`config.mk`:
```
export PLATFORM = sky130hd
export DESIGN_NAME = alu_result_stage_flat
export DESIGN_NICKNAME = d
export VERILOG_FILES = /design/src/rtl/alu_pkg.sv /design/src/rtl/alu_result_stage_if.sv /design/src/rtl/alu_flag_gen.sv /design/src/rtl/alu_result_stage.sv /design/src/flat_wrapper.sv
export SDC_FILE = /design/constraint.sdc
export NUM_CORES = 1
export LEC_CHECK = 0
export BUFFER_PORTS_ARGS = -buffer_cell sky130_fd_sc_hd__clkbuf_2
export CAP_MARGIN = 0
export CORE_MARGIN = 1
export CORE_UTILIZATION = 53
export DETAILED_ROUTE_END_ITERATION = 10
export GPL_TIMING_DRIVEN = 0
export PLACE_DENSITY = 0.79
export SLEW_MARGIN = 10
export SYNTH_ARGS = -nofsm -noshare
export SYNTH_HDL_FRONTEND = slang
export SYNTH_HIERARCHICAL = 1
export SYNTH_SLANG_ARGS = --single-unit
```
`constraint.sdc`:
```
create_clock -name clk -period 2.5 [get_ports clk]
set_clock_uncertainty 0.2 [all_clocks]
set_input_delay 0.375 -clock clk [delete_from_list [all_inputs] [get_ports clk]]
set_output_delay 0.375 -clock clk [all_outputs]
set_load 0.005 [all_outputs]
```
`src/rtl/alu_pkg.sv`:
```
// Shared op codes, skid-state encoding and flag bundle for the ALU result stage.
package alu_pkg;

  localparam logic [2:0] OP_ADD  = 3'b000;
  localparam logic [2:0] OP_SUB  = 3'b001;
  localparam logic [2:0] OP_OR   = 3'b010;
  localparam logic [2:0] OP_AND  = 3'b011;
  localparam logic [2:0] OP_XOR  = 3'b100;
  localparam logic [2:0] OP_NOR  = 3'b101;
  localparam logic [2:0] OP_NAND = 3'b110;
  localparam logic [2:0] OP_XNOR = 3'b111;

  typedef enum logic [1:0] {
    ST_EMPTY = 2'd0,
    ST_ONE   = 2'd1,
    ST_FULL  = 2'd2
  } skid_state_t;

  typedef struct packed {
    logic carry;
    logic zero;
    logic neg;
  } alu_flags_t;

  // Only add/sub produce a meaningful bit SIZE; logic ops may leave junk there.
  function automatic logic op_has_carry(input logic [2:0] sel);
    return (sel == OP_ADD) || (sel == OP_SUB);
  endfunction

endpackage

```
`src/rtl/alu_result_stage_if.sv`:
```
// Upstream ALU-result and downstream flagged-result handshakes of the result stage.
interface alu_result_stage_if #(
  parameter int SIZE  = 8,
  parameter int CNT_W = 16
);

  logic             in_valid;
  logic             in_ready;
  logic [SIZE:0]    in_res;
  logic [2:0]       in_sel;

  logic             out_valid;
  logic             out_ready;
  logic [SIZE-1:0]  out_data;
  logic [2:0]       out_sel;
  logic             out_carry;
  logic             out_zero;
  logic             out_neg;
  logic [CNT_W-1:0] out_count;

  modport master (
    output in_valid, in_res, in_sel, out_ready,
    input  in_ready, out_valid, out_data, out_sel,
    input  out_carry, out_zero, out_neg, out_count
  );

  modport slave (
    input  in_valid, in_res, in_sel, out_ready,
    output in_ready, out_valid, out_data, out_sel,
    output out_carry, out_zero, out_neg, out_count
  );

endinterface

```
`src/rtl/alu_flag_gen.sv`:
```
// Combinational carry/zero/neg derivation from a raw ALU result; zero latency, no handshake.
module alu_flag_gen
  import alu_pkg::*;
#(
  parameter int SIZE = 8
) (
  input  logic [SIZE:0] i_res,
  input  logic [2:0]    i_sel,
  output alu_flags_t    o_flags
);

  always_comb begin
    o_flags       = '0;
    o_flags.carry = op_has_carry(i_sel) ? i_res[SIZE] : 1'b0;
    o_flags.zero  = (i_res[SIZE-1:0] == '0);
    o_flags.neg   = i_res[SIZE-1];
  end

endmodule

```
`src/rtl/alu_result_stage.sv`:
```
// Registered ALU result + flags behind a 2-entry skid buffer; 1-cycle latency, in_ready depends only on state.
// Optional ALU_RESULT_STICKY_EN adds a sticky carry flag with clear input.
module alu_result_stage
  import alu_pkg::*;
#(
  parameter int SIZE  = 8,
  parameter int CNT_W = 16
) (
  input  logic clk,
  input  logic rst,
`ifdef ALU_RESULT_STICKY_EN
  input  logic sticky_clr,
  output logic sticky_carry,
`endif
  alu_result_stage_if.slave bus
);

  typedef struct packed {
    logic [SIZE-1:0] data;
    logic [2:0]      sel;
    alu_flags_t      flags;
  } entry_t;

  skid_state_t      r_state;
  skid_state_t      w_state_nxt;
  entry_t           r_m;
  entry_t           r_s;
  entry_t           w_new;
  alu_flags_t       w_flags;
  logic [CNT_W-1:0] r_count;

  logic w_in_ready;
  logic w_out_valid;
  logic w_in_xfer;
  logic w_out_xfer;
  logic w_load_m_new;
  logic w_load_m_skid;
  logic w_load_s;

  alu_flag_gen #(.SIZE(SIZE)) u_flag_gen (
    .i_res   (bus.in_res),
    .i_sel   (bus.in_sel),
    .o_flags (w_flags)
  );

  always_comb begin
    w_new       = '0;
    w_new.data  = bus.in_res[SIZE-1:0];
    w_new.sel   = bus.in_sel;
    w_new.flags = w_flags;
  end

  always_ff @(posedge clk) begin
    if (rst) begin
      r_state <= ST_EMPTY;
    end else begin
      r_state <= w_state_nxt;
    end
  end

  always_comb begin
    w_state_nxt   = r_state;
    w_in_ready    = 1'b1;
    w_out_valid   = 1'b0;
    w_load_m_new  = 1'b0;
    w_load_m_skid = 1'b0;
    w_load_s      = 1'b0;
    w_in_xfer     = 1'b0;
    w_out_xfer    = 1'b0;

    case (r_state)
      ST_EMPTY: begin
        w_in_xfer = bus.in_valid;
        if (w_in_xfer) begin
          w_load_m_new = 1'b1;
          w_state_nxt  = ST_ONE;
        end
      end
      ST_ONE: begin
        w_out_valid = 1'b1;
        w_in_xfer   = bus.in_valid;
        w_out_xfer  = bus.out_ready;
        if (w_in_xfer && w_out_xfer) begin
          w_load_m_new = 1'b1;
        end else if (w_in_xfer) begin
          w_load_s    = 1'b1;
          w_state_nxt = ST_FULL;
        end else if (w_out_xfer) begin
          w_state_nxt = ST_EMPTY;
        end
      end
      ST_FULL: begin
        w_in_ready  = 1'b0;
        w_out_valid = 1'b1;
        w_out_xfer  = bus.out_ready;
        if (w_out_xfer) begin
          w_load_m_skid = 1'b1;
          w_state_nxt   = ST_ONE;
        end
      end
      default: begin
        w_state_nxt = ST_EMPTY;
      end
    endcase
  end

  always_ff @(posedge clk) begin
    if (rst) begin
      r_m     <= '0;
      r_s     <= '0;
      r_count <= '0;
    end else begin
      if (w_load_m_new) begin
        r_m <= w_new;
      end else if (w_load_m_skid) begin
        r_m <= r_s;
      end
      if (w_load_s) begin
        r_s <= w_new;
      end
      if (w_out_xfer) begin
        r_count <= r_count + CNT_W'(1);
      end
    end
  end

`ifdef ALU_RESULT_STICKY_EN
  logic r_sticky;

  // Clear beats a same-cycle set so software never loses a clear request.
  always_ff @(posedge clk) begin
    if (rst) begin
      r_sticky <= 1'b0;
    end else if (sticky_clr) begin
      r_sticky <= 1'b0;
    end else if (w_out_xfer && r_m.flags.carry) begin
      r_sticky <= 1'b1;
    end
  end

  assign sticky_carry = r_sticky;
`endif

  assign bus.in_ready  = w_in_ready;
  assign bus.out_valid = w_out_valid;
  assign bus.out_data  = r_m.data;
  assign bus.out_sel   = r_m.sel;
  assign bus.out_carry = r_m.flags.carry;
  assign bus.out_zero  = r_m.flags.zero;
  assign bus.out_neg   = r_m.flags.neg;
  assign bus.out_count = r_count;

endmodule

```
`src/flat_wrapper.sv`:
```
// flat-port wrapper written by rule: the top's interface ports become plain ports
module alu_result_stage_flat import alu_pkg::*;
#(
  parameter int SIZE  = 8,
  parameter int CNT_W = 16
)
  (clk, rst, bus_in_valid, bus_in_res, bus_in_sel, bus_out_ready, bus_in_ready, bus_out_valid, bus_out_data, bus_out_sel, bus_out_carry, bus_out_zero, bus_out_neg, bus_out_count);
  alu_result_stage_if #(.SIZE(SIZE), .CNT_W(CNT_W)) bus_i ();
  input  logic clk;
  input  logic rst;
  input wire logic [$bits(bus_i.in_valid)-1:0] bus_in_valid;
  input wire logic [$bits(bus_i.in_res)-1:0] bus_in_res;
  input wire logic [$bits(bus_i.in_sel)-1:0] bus_in_sel;
  input wire logic [$bits(bus_i.out_ready)-1:0] bus_out_ready;
  output wire logic [$bits(bus_i.in_ready)-1:0] bus_in_ready;
  output wire logic [$bits(bus_i.out_valid)-1:0] bus_out_valid;
  output wire logic [$bits(bus_i.out_data)-1:0] bus_out_data;
  output wire logic [$bits(bus_i.out_sel)-1:0] bus_out_sel;
  output wire logic [$bits(bus_i.out_carry)-1:0] bus_out_carry;
  output wire logic [$bits(bus_i.out_zero)-1:0] bus_out_zero;
  output wire logic [$bits(bus_i.out_neg)-1:0] bus_out_neg;
  output wire logic [$bits(bus_i.out_count)-1:0] bus_out_count;
  assign bus_i.in_valid = bus_in_valid;
  assign bus_i.in_res = bus_in_res;
  assign bus_i.in_sel = bus_in_sel;
  assign bus_i.out_ready = bus_out_ready;
  assign bus_in_ready = bus_i.in_ready;
  assign bus_out_valid = bus_i.out_valid;
  assign bus_out_data = bus_i.out_data;
  assign bus_out_sel = bus_i.out_sel;
  assign bus_out_carry = bus_i.out_carry;
  assign bus_out_zero = bus_i.out_zero;
  assign bus_out_neg = bus_i.out_neg;
  assign bus_out_count = bus_i.out_count;
  alu_result_stage #(.SIZE(SIZE), .CNT_W(CNT_W)) u_core (.clk(clk), .rst(rst), .bus(bus_i));
endmodule
```
; Yosys cells after proc, flatten, opt, wreduce, memory -nomap -nowiden
; Index checks and enable logic that the tools add are counted.
[totals]
regBits = 46
latchBits = 0
ramBits = 0
romBits = 0
inputBits = 16
output_inout_bits = 32
wordCells = 47
mem_count = 0
[op_classes]
n_addsub = 1
multipliers = 0
n_div = 0
magnitude_cmp = 0
n_eq_ne = 7
n_shift = 0
muxes = 19
n_bitwise = 0
reduce_logical = 8
[ops]
columns = cell, count
row1 = 2-to-1 mux 14 bit, 2
row2 = adder 16 x 1 -> 16 bit (second input constant), 1
row3 = 2-to-1 mux 1 bit, 10
row4 = 2-to-1 mux 2 bit, 5
row5 = zero test 8 bit, 1
row6 = inequality test 2 bit (second input constant), 3
row7 = one-hot mux 2 bit (3 select lines), 1
row8 = AND reduction 4 bit, 1
row9 = equality test 3 x 1 -> 1 bit (second input constant), 1
row10 = zero test 3 bit, 1
row11 = inequality test 3 bit (second input constant), 1
row12 = equality test 2 x 1 -> 1 bit (second input constant), 1
row13 = equality test 2 bit (second input constant), 1
row14 = zero test 2 bit, 1
row15 = one-hot mux 1 bit (2 select lines), 1
row16 = nonzero test 2 bit, 1
row17 = OR reduction 2 bit, 1
row18 = logical AND 1 bit, 1
row19 = logical OR 1 bit, 1

; Depth between registers and ports, before layout
[depth]
ltp_word = 4
depth_mapped = 8
depth_no_buf = 6

; Modules after synthesis
; Netlist, hierarchy kept.
[modules_own_cells]
columns = mod, n_inst, cells_per_inst, area_each_um2, seq_area_each_um2
row1 = alu_result_stage, 1, 250, 2063.2, 920.9
row2 = alu_flag_gen, 1, 5, 33.8, 0.0

; Worst setup path before layout
; OpenSTA, ideal clock, no wires.
[synth_timing]
path_type = register to register
startpoint = reg u_core.r_state[0]
endpoint = reg u_core.r_count[14], in the netlist u_core/bus.out_count[14]
t_arrival_ns = 1.690
required_time_ns = 2.179
path_slack_ns = 0.489
path_stages_with_launch = 7
path_buffers = 0
synth_period_minus_slack_ns = 2.011
cell_sequence = dfxtp_1 -> inv_1 -> ha_1 -> and4_1 -> and2_1 -> and3_1 -> mux2_2
[synth_between]
elab_chain_len = 3
[synth_lines]
columns = element, line_no
row1 = from (decl), alu_result_stage.sv:24  ; skid_state_t r_state;
row2 = from (signal assigned), alu_result_stage.sv:57  ; r_state <= w_state_nxt;
row3 = equality test 2 x 1 -> 1 bit / equality test 2 bit (equally long branches), alu_result_stage.sv:71  ; case (r_state)
row4 = OR reduction 2 bit (no source line) *, n/a
row5 = 2-to-1 mux 1 bit *, alu_result_stage.sv:71
row6 = to (signal assigned), alu_result_stage.sv:122  ; r_count <= r_count + CNT_W'(1);
row7 = to (decl), alu_result_stage.sv:30  ; logic [CNT_W-1:0] r_count;
; Every way passes the cells marked *; elsewhere a longest branch is shown, timed or not.
; A chain may end at the register's enable or synchronous reset.

; Worst setup path after layout
[layout_timing]
startpoint = reg u_core.r_state[1]
endpoint = reg u_core.r_count[14], in the netlist u_core/bus.out_count[14]
; Same word-level chain as after synthesis.

==> metrics.cfg <==
[status]
status=finished, final reports clean

[floorplan]
pin_count=48
coreArea_um2=3716
start_util_pct=56.43
rows=22
fp.dieH_um=64.90
fp.dieW_um=64.90
die_area_um2=4212

[critical_path]
critPathKind=reg2reg
critPathArrivalTime_ns=2.22
cp-end-kind=register
timing.rr.start=u_core/r_state[1]$_SDFFE_PP0P_
crit_path_start=u_core/r_state[1]$_SDFFE_PP0P_
critPathLaunchType=register
cp_max_fo=6
cp.required_ns=2.49

[sta]
holdWs_ns=0.1114
setup_viol=0
slew_headroom_pct=65.22
fin_tns_setup_ns=0
hold_viol=0
fmax_ghz=0.4488
maxSlewViolCount=0
tightestPinTransition_ns=0.5217
layout_min_cycle_time_ns=2.228
min_period_over_period_pct=89.12
rsz0062_at_grt=no

[cts]
numCtsBuffers=5
postCtsHoldBufs=0
cts.sinks=46
worstSkewPairLatency_ns=0.30
tritoncts=built
h-tree-depth=2
postCtsSetupRepairBufs=0
root_buffer=clkbuf_8
clock_path_buffers=2
cts.clk_slew.worst_paths_ns=0.08
postCtsResizedCells=0

[cells_and_area]
register_area_um2=920.9
syn2layout_area_growth_pct=18.44
antennaDiodeCount=0
fill_cells=345
fin_cells=358
multi_input_area_um2=1089
layout_commonest_cell=nand2_1
layout_common_cells=nand2_1, clkbuf_2, dfxtp_1, nor2_1, nand3_1
utilization_pct=66.84
drive_gt1_share_pct=21.61
final_nets=331

[synthesis]
synth_area_um2=2097
synth_area_per_cell_um2=8.224
yosys_warnings=6
ys_ff_latch=46
synth_nets=277
synth.distinct_cells=35
seq_area_frac_synth_pct=43.91
synthCells=255

[pwr]
p_per_area_nw_per_um2=599.6
vdd_drop_max_mv=0.3324
leakage_nw=1.003

[flow_run]
cap_violations=0

[routing]
viasPerCell=5.517
drtIter0Drc=144
wl_per_cell_um=13.46
vias=1975
routed_wl_um=4818
drtAntennaViolNets=0
dr.pass1.iters=4
drc=0

[hold_path]
hold_path_class=in2reg
hold_start=bus_in_sel[0]

[grt]
antenna_found_initial=0
grt_use_total_pct=24.86
grt_pass1_wl_um=8073
grt-ovfl-total=0
grt_pass1_vias=1792
grt_start_max_net_pins=14

[place]
numPlacedInstances=350
dp_hpwl_um=3478
finalWeightedCongestion=0.7773
port_buffers=47

-- state kept, by name, indices dropped and copies added, names as in the netlist --
| register | flops |
|---|---|
| u_core/bus.out_zero | 1 |
| u_core/bus.out_data | 8 |
| u_core/bus.out_neg | 1 |
| u_core/r_s | 14 |
| u_core/bus.out_count | 16 |
| u_core/bus.out_sel | 3 |
| u_core/r_state | 2 |
| u_core/bus.out_carry | 1 |
-- per-stage QoR --
stage          power [mW]  setup slack [ns]  instance area [µm²]
4_1_cts             1.500            0.2551                 2484
3_5_place_dp        1.040            0.3010                 2392
6_report            1.489            0.2720                 2484
5_1_grt             1.571            0.1318                 2484
3_3_place_gp        1.036            0.3306                 2392
2_1_floorplan      0.9484            0.4889                 2097
-- final cells by class --
cell class / instances / area share [%]
multi-input combinational: 188 / 43.83
sequential: 46 / 37.08
timing repair buffer: 47 / 9.471
clock buffer: 7 / 3.476
buffer: 16 / 2.771
tap: 48 / 2.418
inverter: 5 / 0.7557
clock inverter: 1 / 0.2015
-- synthesized netlist by cell type, drive strengths merged --
library cell | count | area [µm²]
nand2 | 50 | 187.7
dfxtp | 46 | 920.9
nor2 | 31 | 116.4
nand3 | 23 | 120.1
a21oi | 20 | 100.1
a311oi | 15 | 131.4
clkbuf | 10 | 37.54
buf | 6 | 31.28
ha | 6 | 75.07
inv | 5 | 18.77
xnor2 | 5 | 43.79
or4 | 4 | 30.03
xor2 | 4 | 35.03
and3 | 3 | 18.77
mux2 | 3 | 33.78
nor2b | 3 | 18.77
nor3 | 3 | 15.01
nor4 | 3 | 33.78
o21ai | 3 | 26.28
and4 | 2 | 17.52
nand4 | 2 | 27.53
a41o | 1 | 10.01
and2 | 1 | 6.260
nand2b | 1 | 6.260
nor3b | 1 | 7.510
o21a | 1 | 7.510
o31ai | 1 | 7.510
or2 | 1 | 6.260
or3 | 1 | 6.260
-- per-layer routing --
metal	GRT usage, %	share of wire (%)
met1	33.04	45
met4	9.167	1.9
met3	5.986	6.4
met5	0	0
met2	38.67	47
-- where the power goes --
part	leakage [nW]	switching, mW	internal (mW)
clock	0.0482	0.241	0.223
sequential	0.375	0.0241	0.774
combinational	0.580	0.138	0.0889
-- critical path, cell delays in order, from the launching register on --
cell and delay, ns:
dfxtp_1 0.39, inv_1 0.10, ha_1 0.38, and4_1 0.32, and2_1 0.22, and3_1 0.19
mux2_2 0.33
-- worst paths after layout --
path | end | slack, ns | cells after the start
setup / recovery | u_core/bus.out_count[14]$_SDFFE_PP0P_ | 0.27 | 6
hold / removal | u_core/r_s[3]$_SDFFE_PP0P_ | 0.11 | 3
setup reg to reg | u_core/bus.out_count[14]$_SDFFE_PP0P_ | 0.27 | 6
hold reg to reg | u_core/r_s[1]$_SDFFE_PP0P_ | 0.26 | 2
-- kinds of logic after synthesis --
kind of cell             Yosys count  share of synthesized area, %
AND/OR/NAND/NOR                  129                         29.48
flip-flops                        46                         43.91
AO/OA/AOI/OAI                     41                         13.49
buffers and inverters             21                         4.177
XOR/XNOR                           9                         3.759
adder cells (fa/ha/maj)            6                         3.580
multiplexers                       3                         1.611
(Power assumes the default switching activity.)
